File: src/rtl/seg_scan_decoder_pkg.sv
// Shared types and constants for the seven-segment scan decoder.
package seg_scan_decoder_pkg;

  typedef enum logic [1:0] {
    IDLE   = 2'd0,
    SETTLE = 2'd1,
    HOLD   = 2'd2
  } state_e;

  // All segments off (active-low, bits g..a).
  localparam logic [6:0] BLANK = 7'b1111111;

  // Hex glyphs, bits g..a active-low; entry n is the pattern for nibble n.
  localparam logic [15:0][6:0] GLYPH_TABLE = {
    7'b0001110,  // F
    7'b0000110,  // E
    7'b0100001,  // d
    7'b1000110,  // C
    7'b0000011,  // b
    7'b0001000,  // A
    7'b0010000,  // 9
    7'b0000000,  // 8
    7'b1111000,  // 7
    7'b0000010,  // 6
    7'b0010010,  // 5
    7'b0011001,  // 4
    7'b0110000,  // 3
    7'b0100100,  // 2
    7'b1111001,  // 1
    7'b1000000   // 0
  };

  // True when exactly one digit enable is asserted (low).
  function automatic logic an_onehot(input logic [7:0] an);
    return ($countones(~an) == 1);
  endfunction

  // Position of the asserted (low) digit enable.
  function automatic logic [2:0] an_index(input logic [7:0] an);
    logic [2:0] idx;
    idx = 3'd0;
    for (int i = 0; i < 8; i++) begin
      if (!an[i[2:0]]) idx = i[2:0];
    end
    return idx;
  endfunction

endpackage

File: src/rtl/seg_scan_decoder_glyph_decode.sv
// Combinational segment-pattern to nibble decoder.
module seg_glyph_decode
  import seg_scan_decoder_pkg::*;
(
  input  logic [6:0] seg_i,
  output logic [3:0] nibble_o,
  output logic       ok_o,
  output logic       blank_o
);

  // Look the pattern up in the glyph table; unknown patterns decode to 0.
  always_comb begin
    nibble_o = 4'd0;
    ok_o     = 1'b0;
    blank_o  = (seg_i == BLANK);
    for (int i = 0; i < 16; i++) begin
      if (seg_i == GLYPH_TABLE[i[3:0]]) begin
        nibble_o = i[3:0];
        ok_o     = 1'b1;
      end
    end
  end

endmodule

File: src/rtl/seg_scan_decoder.sv
// Recovers an 8-digit hex value by sniffing a multiplexed seven-segment bus.
module seg_scan_decoder
  import seg_scan_decoder_pkg::*;
#(
  parameter int STABLE_CYCLES  = 4,
  parameter int TIMEOUT_CYCLES = 1_000_000
) (
  input  logic        clk,
  input  logic        rst_n,
  input  logic [6:0]  seg_in,
  input  logic [7:0]  an_in,
  output logic [31:0] value,
  output logic [7:0]  digit_ok,
  output logic [7:0]  blank,
  output logic        frame_valid,
  output logic        err,
  output logic        stale
);

  localparam int CNT_W  = $clog2(STABLE_CYCLES + 1);
  localparam int IDLE_W = $clog2(TIMEOUT_CYCLES + 1);
  // With a threshold of one, the first one-hot sample is already stable.
  localparam bit RESTART_HITS = (STABLE_CYCLES <= 1);

  logic [7:0]        an_s1_q, an_s2_q, samp_an_q;
  logic [6:0]        seg_s1_q, seg_s2_q, samp_seg_q;
  state_e            state_q, state_d;
  logic [CNT_W-1:0]  cnt_q, cnt_d, cnt_inc;
  logic [IDLE_W-1:0] idle_q, idle_d;
  logic [7:0]        mask_q, mask_d, sh_ok_q, sh_ok_d, sh_blank_q, sh_blank_d;
  logic [31:0]       sh_val_q, sh_val_d, value_q, value_d;
  logic [7:0]        ok_q, ok_d, blank_q, blank_d;
  logic              fv_q, fv_d, err_q, err_d, stale_q, stale_d;
  logic              capture, same, onehot;
  logic [2:0]        cap_idx;
  logic [3:0]        dec_nibble;
  logic              dec_ok, dec_blank;

  assign same    = (an_s2_q == samp_an_q) && (seg_s2_q == samp_seg_q);
  assign onehot  = an_onehot(an_s2_q);
  assign cap_idx = an_index(an_s2_q);
  assign cnt_inc = cnt_q + CNT_W'(1);

  seg_glyph_decode u_decode (
    .seg_i    (seg_s2_q),
    .nibble_o (dec_nibble),
    .ok_o     (dec_ok),
    .blank_o  (dec_blank)
  );

  // Two-flop synchronisers plus a one-cycle-old copy used for stability checks.
  always_ff @(posedge clk or negedge rst_n) begin
    if (!rst_n) begin
      an_s1_q    <= '1;
      an_s2_q    <= '1;
      seg_s1_q   <= '1;
      seg_s2_q   <= '1;
      samp_an_q  <= '1;
      samp_seg_q <= '1;
    end else begin
      an_s1_q    <= an_in;
      an_s2_q    <= an_s1_q;
      seg_s1_q   <= seg_in;
      seg_s2_q   <= seg_s1_q;
      samp_an_q  <= an_s2_q;
      samp_seg_q <= seg_s2_q;
    end
  end

  // Settle FSM: count identical samples and flag the capture edge.
  always_comb begin
    state_d = state_q;
    cnt_d   = cnt_q;
    capture = 1'b0;
    unique case (state_q)
      IDLE: begin
        cnt_d = '0;
        if (onehot) begin
          state_d = RESTART_HITS ? HOLD : SETTLE;
          cnt_d   = CNT_W'(1);
          capture = RESTART_HITS;
        end
      end
      SETTLE: begin
        if (!same) begin
          if (onehot) begin
            state_d = RESTART_HITS ? HOLD : SETTLE;
            cnt_d   = CNT_W'(1);
            capture = RESTART_HITS;
          end else begin
            state_d = IDLE;
            cnt_d   = '0;
          end
        end else begin
          cnt_d = cnt_inc;
          if (cnt_inc == CNT_W'(STABLE_CYCLES)) begin
            state_d = HOLD;
            capture = 1'b1;
          end
        end
      end
      HOLD: begin
        if (!same) begin
          if (onehot) begin
            state_d = RESTART_HITS ? HOLD : SETTLE;
            cnt_d   = CNT_W'(1);
            capture = RESTART_HITS;
          end else begin
            state_d = IDLE;
            cnt_d   = '0;
          end
        end
      end
      default: begin
        state_d = IDLE;
        cnt_d   = '0;
      end
    endcase
  end

  // Frame assembly: publish, error clear, timeout, then capture (capture wins).
  always_comb begin
    mask_d     = mask_q;
    sh_val_d   = sh_val_q;
    sh_ok_d    = sh_ok_q;
    sh_blank_d = sh_blank_q;
    value_d    = value_q;
    ok_d       = ok_q;
    blank_d    = blank_q;
    fv_d       = 1'b0;
    err_d      = err_q;
    stale_d    = stale_q;
    idle_d     = idle_q;
    if (mask_q == 8'hFF) begin
      value_d = sh_val_q;
      ok_d    = sh_ok_q;
      blank_d = sh_blank_q;
      fv_d    = 1'b1;
      stale_d = 1'b0;
      mask_d  = '0;
    end
    // err stays visible alongside the frame_valid pulse, then starts afresh.
    if (fv_q) err_d = 1'b0;
    // The idle counter only runs while a partial frame is pending.
    if (mask_q == '0 || mask_q == 8'hFF) begin
      idle_d = '0;
    end else if (idle_q == IDLE_W'(TIMEOUT_CYCLES - 1)) begin
      idle_d  = '0;
      mask_d  = '0;
      err_d   = 1'b0;
      stale_d = 1'b1;
    end else begin
      idle_d = idle_q + IDLE_W'(1);
    end
    if (capture) begin
      sh_val_d[{cap_idx, 2'b00} +: 4] = dec_nibble;
      sh_ok_d[cap_idx]    = dec_ok;
      sh_blank_d[cap_idx] = dec_blank;
      mask_d[cap_idx]     = 1'b1;
      if (!dec_ok && !dec_blank) err_d = 1'b1;
      idle_d = '0;
    end
  end

  // State, frame and output registers.
  always_ff @(posedge clk or negedge rst_n) begin
    if (!rst_n) begin
      state_q    <= IDLE;
      cnt_q      <= '0;
      idle_q     <= '0;
      mask_q     <= '0;
      sh_val_q   <= '0;
      sh_ok_q    <= '0;
      sh_blank_q <= '0;
      value_q    <= '0;
      ok_q       <= '0;
      blank_q    <= '0;
      fv_q       <= 1'b0;
      err_q      <= 1'b0;
      stale_q    <= 1'b0;
    end else begin
      state_q    <= state_d;
      cnt_q      <= cnt_d;
      idle_q     <= idle_d;
      mask_q     <= mask_d;
      sh_val_q   <= sh_val_d;
      sh_ok_q    <= sh_ok_d;
      sh_blank_q <= sh_blank_d;
      value_q    <= value_d;
      ok_q       <= ok_d;
      blank_q    <= blank_d;
      fv_q       <= fv_d;
      err_q      <= err_d;
      stale_q    <= stale_d;
    end
  end

  assign value       = value_q;
  assign digit_ok    = ok_q;
  assign blank       = blank_q;
  assign frame_valid = fv_q;
  assign err         = err_q;
  assign stale       = stale_q;

endmodule
File: config.mk
export PLATFORM = sky130hd
export DESIGN_NAME = seg_scan_decoder
export DESIGN_NICKNAME = d
export VERILOG_FILES = /design/src/rtl/seg_scan_decoder_pkg.sv /design/src/rtl/seg_scan_decoder_glyph_decode.sv /design/src/rtl/seg_scan_decoder.sv
export SDC_FILE = /design/constraint.sdc
export NUM_CORES = 1
export LEC_CHECK = 0
export ABC_AREA = 1
export CAP_MARGIN = 15
export CORE_ASPECT_RATIO = 0.8
export CORE_MARGIN = 2
export CORE_UTILIZATION = 60
export CTS_BUF_LIST = sky130_fd_sc_hd__clkbuf_8
export CTS_CLUSTER_SIZE = 25
export DETAILED_ROUTE_END_ITERATION = 8
export PLACE_DENSITY_LB_ADDON = 0.2
export SYNTH_ARGS = -nofsm -noshare
export SYNTH_HDL_FRONTEND = slang
export SYNTH_SLANG_ARGS = --single-unit
File: constraint.sdc
create_clock -name clk -period 3.9 [get_ports clk]
set_input_delay 1.17 -clock clk [delete_from_list [all_inputs] [get_ports clk]]
set_output_delay 1.17 -clock clk [all_outputs]
set_load 0.02 [all_outputs]
==> results by stage <==
Timing:
- The aggregate negative setup slack is 0 ns.
- The post-route clock period utilization is 93.06%.
- Setup violations remaining at the end of the flow were counted as 0.
- After layout, the worst setup slack is 0.2707 ns.
- Static timing analysis puts the maximum clock frequency at 275.5 MHz.
- The headroom to the max-slew limit is 48.32%.
- The final-report hold violation count is 0.
- The clock arrives with 0.01549 ns of skew.
- At the pin with the least slew margin, the transition time is 0.7682 ns.
- The final count of pins violating max slew is 0.
- Setup repair after global routing left no endpoint under its margin.
- The worst hold slack across all endpoints is 0.3514 ns.
- The smallest clock period supported by the final layout is computed as 3.629 ns.

Clocking:
- The total clock buffers created by CTS is 17.
- Post-CTS repair changed the size of 0 cells.
- The TritonCTS clock tree is built.
- For the worst-skew pair, the clock arrives at the later sink with an insertion delay of 0.45 ns.
- The clock slew seen by the registers of the worst setup and hold paths is 0.08 ns.
- The number of clock sinks is 177.
- The tree is rooted in a sky130_fd_sc_hd__clkbuf_8.
- The worst-case clock buffer depth is 2.
- Buffers added to address setup during post-CTS repair amount to 0.
- The H-tree was split into 4 levels.
- The count of hold buffers inserted by post-cts repair is 0.

Synthesis:
- The share of synthesized area occupied by flip-flops and latches is 56.89%.
- The most instantiated library cell after synthesis is sky130_fd_sc_hd__nand2_1.
- The synthesized netlist occupies a cell area of 0.007885 mm².
- The area share of the leading cell type in the synthesized netlist is 41.89%.
- By area the synthesized netlist is led by sky130_fd_sc_hd__dfrtp_1 42%, sky130_fd_sc_hd__nand2_1 15%, sky130_fd_sc_hd__dfstp_2 15%.
- The synthesized flop and latch total is 177.
- Dividing the synthesized area by the synthesized cell count gives 8.561 µm².
- The primary flip-flop cell chosen by synthesis mapping is sky130_fd_sc_hd__dfrtp_1.
- Counting flops with an async set or reset pin after synthesis yields a share of 100.0%.
- The commonest cells after synthesis are 321 x sky130_fd_sc_hd__nand2_1, 132 x sky130_fd_sc_hd__dfrtp_1, 103 x sky130_fd_sc_hd__inv_1.
- The Yosys step of the flow raised 0 warnings.
- Counting every net in the synthesized netlist gives 953.
- The cell type contributing the most total cell area after synthesis is sky130_fd_sc_hd__dfrtp_1.
- The count of different cell masters after synthesis is 38.
- Yosys mapped a number of flops with a built-in enable equal to 0.
- Synthesis handed over a netlist of 921 instances.

Critical path:
- The type of the setup path with the least slack is flip-flop to flip-flop.
- Measured in cells, the most critical reg-to-reg path has a length of 15.
- STA classifies the critical path startpoint as a flip-flop.
- The critical path launch point is an_s2_q[1]$_DFF_PN1_.
- The critical path capture point type is a flip-flop.
- The delay of the slowest cell on the worst path is 0.57 ns.
- The worst register-to-register path has a setup slack of 0.27 ns.
- The total buffers and inverters traversed by the critical path is 3.
- The endpoint identified for the worst register-to-register timing path is state_q[0]$_DFFE_PN0P_.
- The startpoint identified for the worst register-to-register timing path is an_s2_q[1]$_DFF_PN1_.
- The slowest cell on the critical path is sky130_fd_sc_hd__dfstp_2.
- Data arrives at the worst endpoint at 4.00 ns.
- Walking the worst path, the cells encountered are inv_1 > fa_1 > fa_1 > fa_1 > ha_1 > inv_1 > fa_1 > a211o_1 > nand2_1 > nand2_1 > a21oi_1 > nand2_1 > inv_1 > nor2_1 > o21ai_0.
- Of all nets on the critical path, the largest fanout is 4.
- The required time of the worst setup path is 4.27 ns.
- The most numerous cell on the critical path is sky130_fd_sc_hd__fa_1.
- The kind of cell with the highest combined delay along the critical path is adder cells.

Floorplan:
- In this run the horizontal extent of the chip is 132.2 µm.
- During I/O placement, the number of pins put on the boundary was 68.
- Row generation in the floorplan step produced 37 rows.
- The die outline height is 106.5 µm.
- The initial standard-cell utilization of the core is 61.49%.
- The total area inside the core boundary comes to 0.01282 mm².
- The floorplan step defined a die boundary enclosing 0.01408 mm².

Final layout:
- The area of all placed cells without fillers is 0.009120 mm².
- The count of nets after finishing is 1030.
- Leaving out filler cells and counting taps, the final layout contains 1186.
- 0 antenna diodes ended up in the layout.
- The post-layout utilization of the core is 71.12%.
- Cells with a size suffix above 1 make up 10.29% of the layout.
- The growth of design area from synthesis to finish is 15.66%.

Hold path:
- The critical hold path startpoint is an_s1_q[0]$_DFF_PN1_.
- The worst hold path passes through 0 cells.
- In this run the worst hold path is classified as flip-flop to flip-flop.
- The path with the worst hold slack has its endpoint at an_s2_q[0]$_DFF_PN1_.

Routing:
- The DRC violation total after the first TritonRoute iteration is 389.
- Summing over every cut layer, the via total after detailed routing is 6034.
- The average wire per cell in the routed design is 12.91 µm.
- Summed over all layers, the routed wires come to 15310 µm.
- The number of DRC violations after detailed routing is 0.
- The remaining number of nets flagged by the antenna check after routing is 0.
- The detailed-router iteration count before antenna repair is 5.
- The average via count per standard cell is 5.088.

Outcome:
- The run finished with clean final reports.

Global routing:
- The maximum number of pins on one net before global-route repair is 90.
- The via count of the first global-routing pass came to 5600.
- Global routing used 23.62% of the available tracks across all layers.
- The remaining global-route overflow is 0.
- The number of antenna violations at the first check in global routing came to 0.
- The wire length of the first global-routing pass is 26650 µm.

Power and ir drop:
- The power density over the cells is 357.5 mW/mm².
- Power comes to 3.261 mW.
- Summed over all cells, the static leakage comes to 4.480 nW.
- The peak supply drop is 0.0004285 V.

Place:
- The placed instances occupy a cell area of 0.008772 mm².
- The congestion estimate from routability-driven global placement came to 0.9098.
- The count of port buffers added during placement is 67.
- The number of placed instances, taps included, is 1154.
- The half-perimeter wire length after detailed placement is 11110 µm.
- OpenSTA, run right after detailed placement, puts the worst setup slack at 0.3067 ns.

Job:
- The number of maximum-capacitance violations is 0.
==> kinds of logic after synthesis <==
| logic type | after synthesis | synth area share (%) |
|---|---|---|
| simple gates | 515 | 27.59 |
| fa+ha+maj | 15 | 2.761 |
| compound gates | 72 | 4.824 |
| buf+inv | 126 | 6.157 |
| flops | 177 | 56.89 |
| xor+xnor | 16 | 1.777 |
==> power breakdown <==
group	switching [mW]	internal, mW
sequential	0.0304	1.89
combinational	0.146	0.0796
clock	0.599	0.520
==> state kept, by name, summed over array words and instances (netlist names), 2 cells and up <==
register and flops:
samp_seg_q 7, digit_ok 8, samp_an_q 8, mask_q 8, sh_ok_q 8, sh_val_q 32, state_q 2, an_s2_q 8
seg_s2_q 7, cnt_q 3, seg_s1_q 7, sh_blank_q 8, idle_q 20, blank 8, an_s1_q 8, value 32
==> final cells by class <==
class | count | area (µm²)
inverters | 113 | 424.2
multi-input cells | 618 | 2917
flip-flops and latches | 177 | 4486
clock buffers | 19 | 261.5
fillers | 1005 | 3704
well taps | 175 | 219.0
repair buffers | 71 | 726.9
clock inverters | 13 | 86.33
==> how the worst max path moves through the flow <==
stage / cells after the start / slack (ns) / endpoint
2_1_floorplan: 15 / 0.53 / state_q[0]$_DFFE_PN0P_
3_3_place_gp: 15 / 0.43 / state_q[0]$_DFFE_PN0P_
3_5_place_dp: 15 / 0.31 / state_q[0]$_DFFE_PN0P_
4_1_cts: 15 / 0.25 / state_q[0]$_DFFE_PN0P_
5_1_grt: 15 / 0.08 / state_q[0]$_DFFE_PN0P_
6_report: 15 / 0.27 / state_q[0]$_DFFE_PN0P_
==> cells in the final DEF (no fill, tap or decap), types with 2 or more instances in the layout <==
cell type                         synthesis  final
sky130_fd_sc_hd__nor2_1                  93     93
sky130_fd_sc_hd__nor4_1                   5      5
sky130_fd_sc_hd__buf_4                    1      2
sky130_fd_sc_hd__o21ai_0                 46     46
sky130_fd_sc_hd__nand4_1                 11     11
sky130_fd_sc_hd__nand3_1                 43     43
sky130_fd_sc_hd__inv_1                  103    110
sky130_fd_sc_hd__dfrtp_1                132    132
sky130_fd_sc_hd__nor2_2                   7      7
sky130_fd_sc_hd__nand2_1                321    320
sky130_fd_sc_hd__o21ai_1                  4      4
sky130_fd_sc_hd__nor3b_1                  3      3
sky130_fd_sc_hd__a21oi_1                 15     15
sky130_fd_sc_hd__buf_12                   0      2
sky130_fd_sc_hd__clkinv_2                 0      3
sky130_fd_sc_hd__fa_1                     4      4
sky130_fd_sc_hd__nand3_2                  2      2
sky130_fd_sc_hd__ha_1                    11     11
sky130_fd_sc_hd__nand2_2                  3      4
sky130_fd_sc_hd__clkdlybuf4s50_1          0     66
sky130_fd_sc_hd__xnor2_1                  8      8
sky130_fd_sc_hd__clkbuf_8                 0     19
sky130_fd_sc_hd__inv_2                    9      9
sky130_fd_sc_hd__xor2_1                   8      8
sky130_fd_sc_hd__nand3_4                  2      2
sky130_fd_sc_hd__nor3_1                  20     20
sky130_fd_sc_hd__nor2_4                   2      2
sky130_fd_sc_hd__dfstp_2                 45     45
==> per-layer routing <==
metal  track usage [%]  up-vias  wire (µm)  share of wire [%]
li1                  -     3030          -                  -
met2             35.34      149       6618                 43
met3             5.579       12        858                5.6
met5                 0        -          0                  0
met4             5.069        0        134               0.88
met1             35.60     2843       7701                 50
No activity file was read; power rests on OpenSTA's default activity.
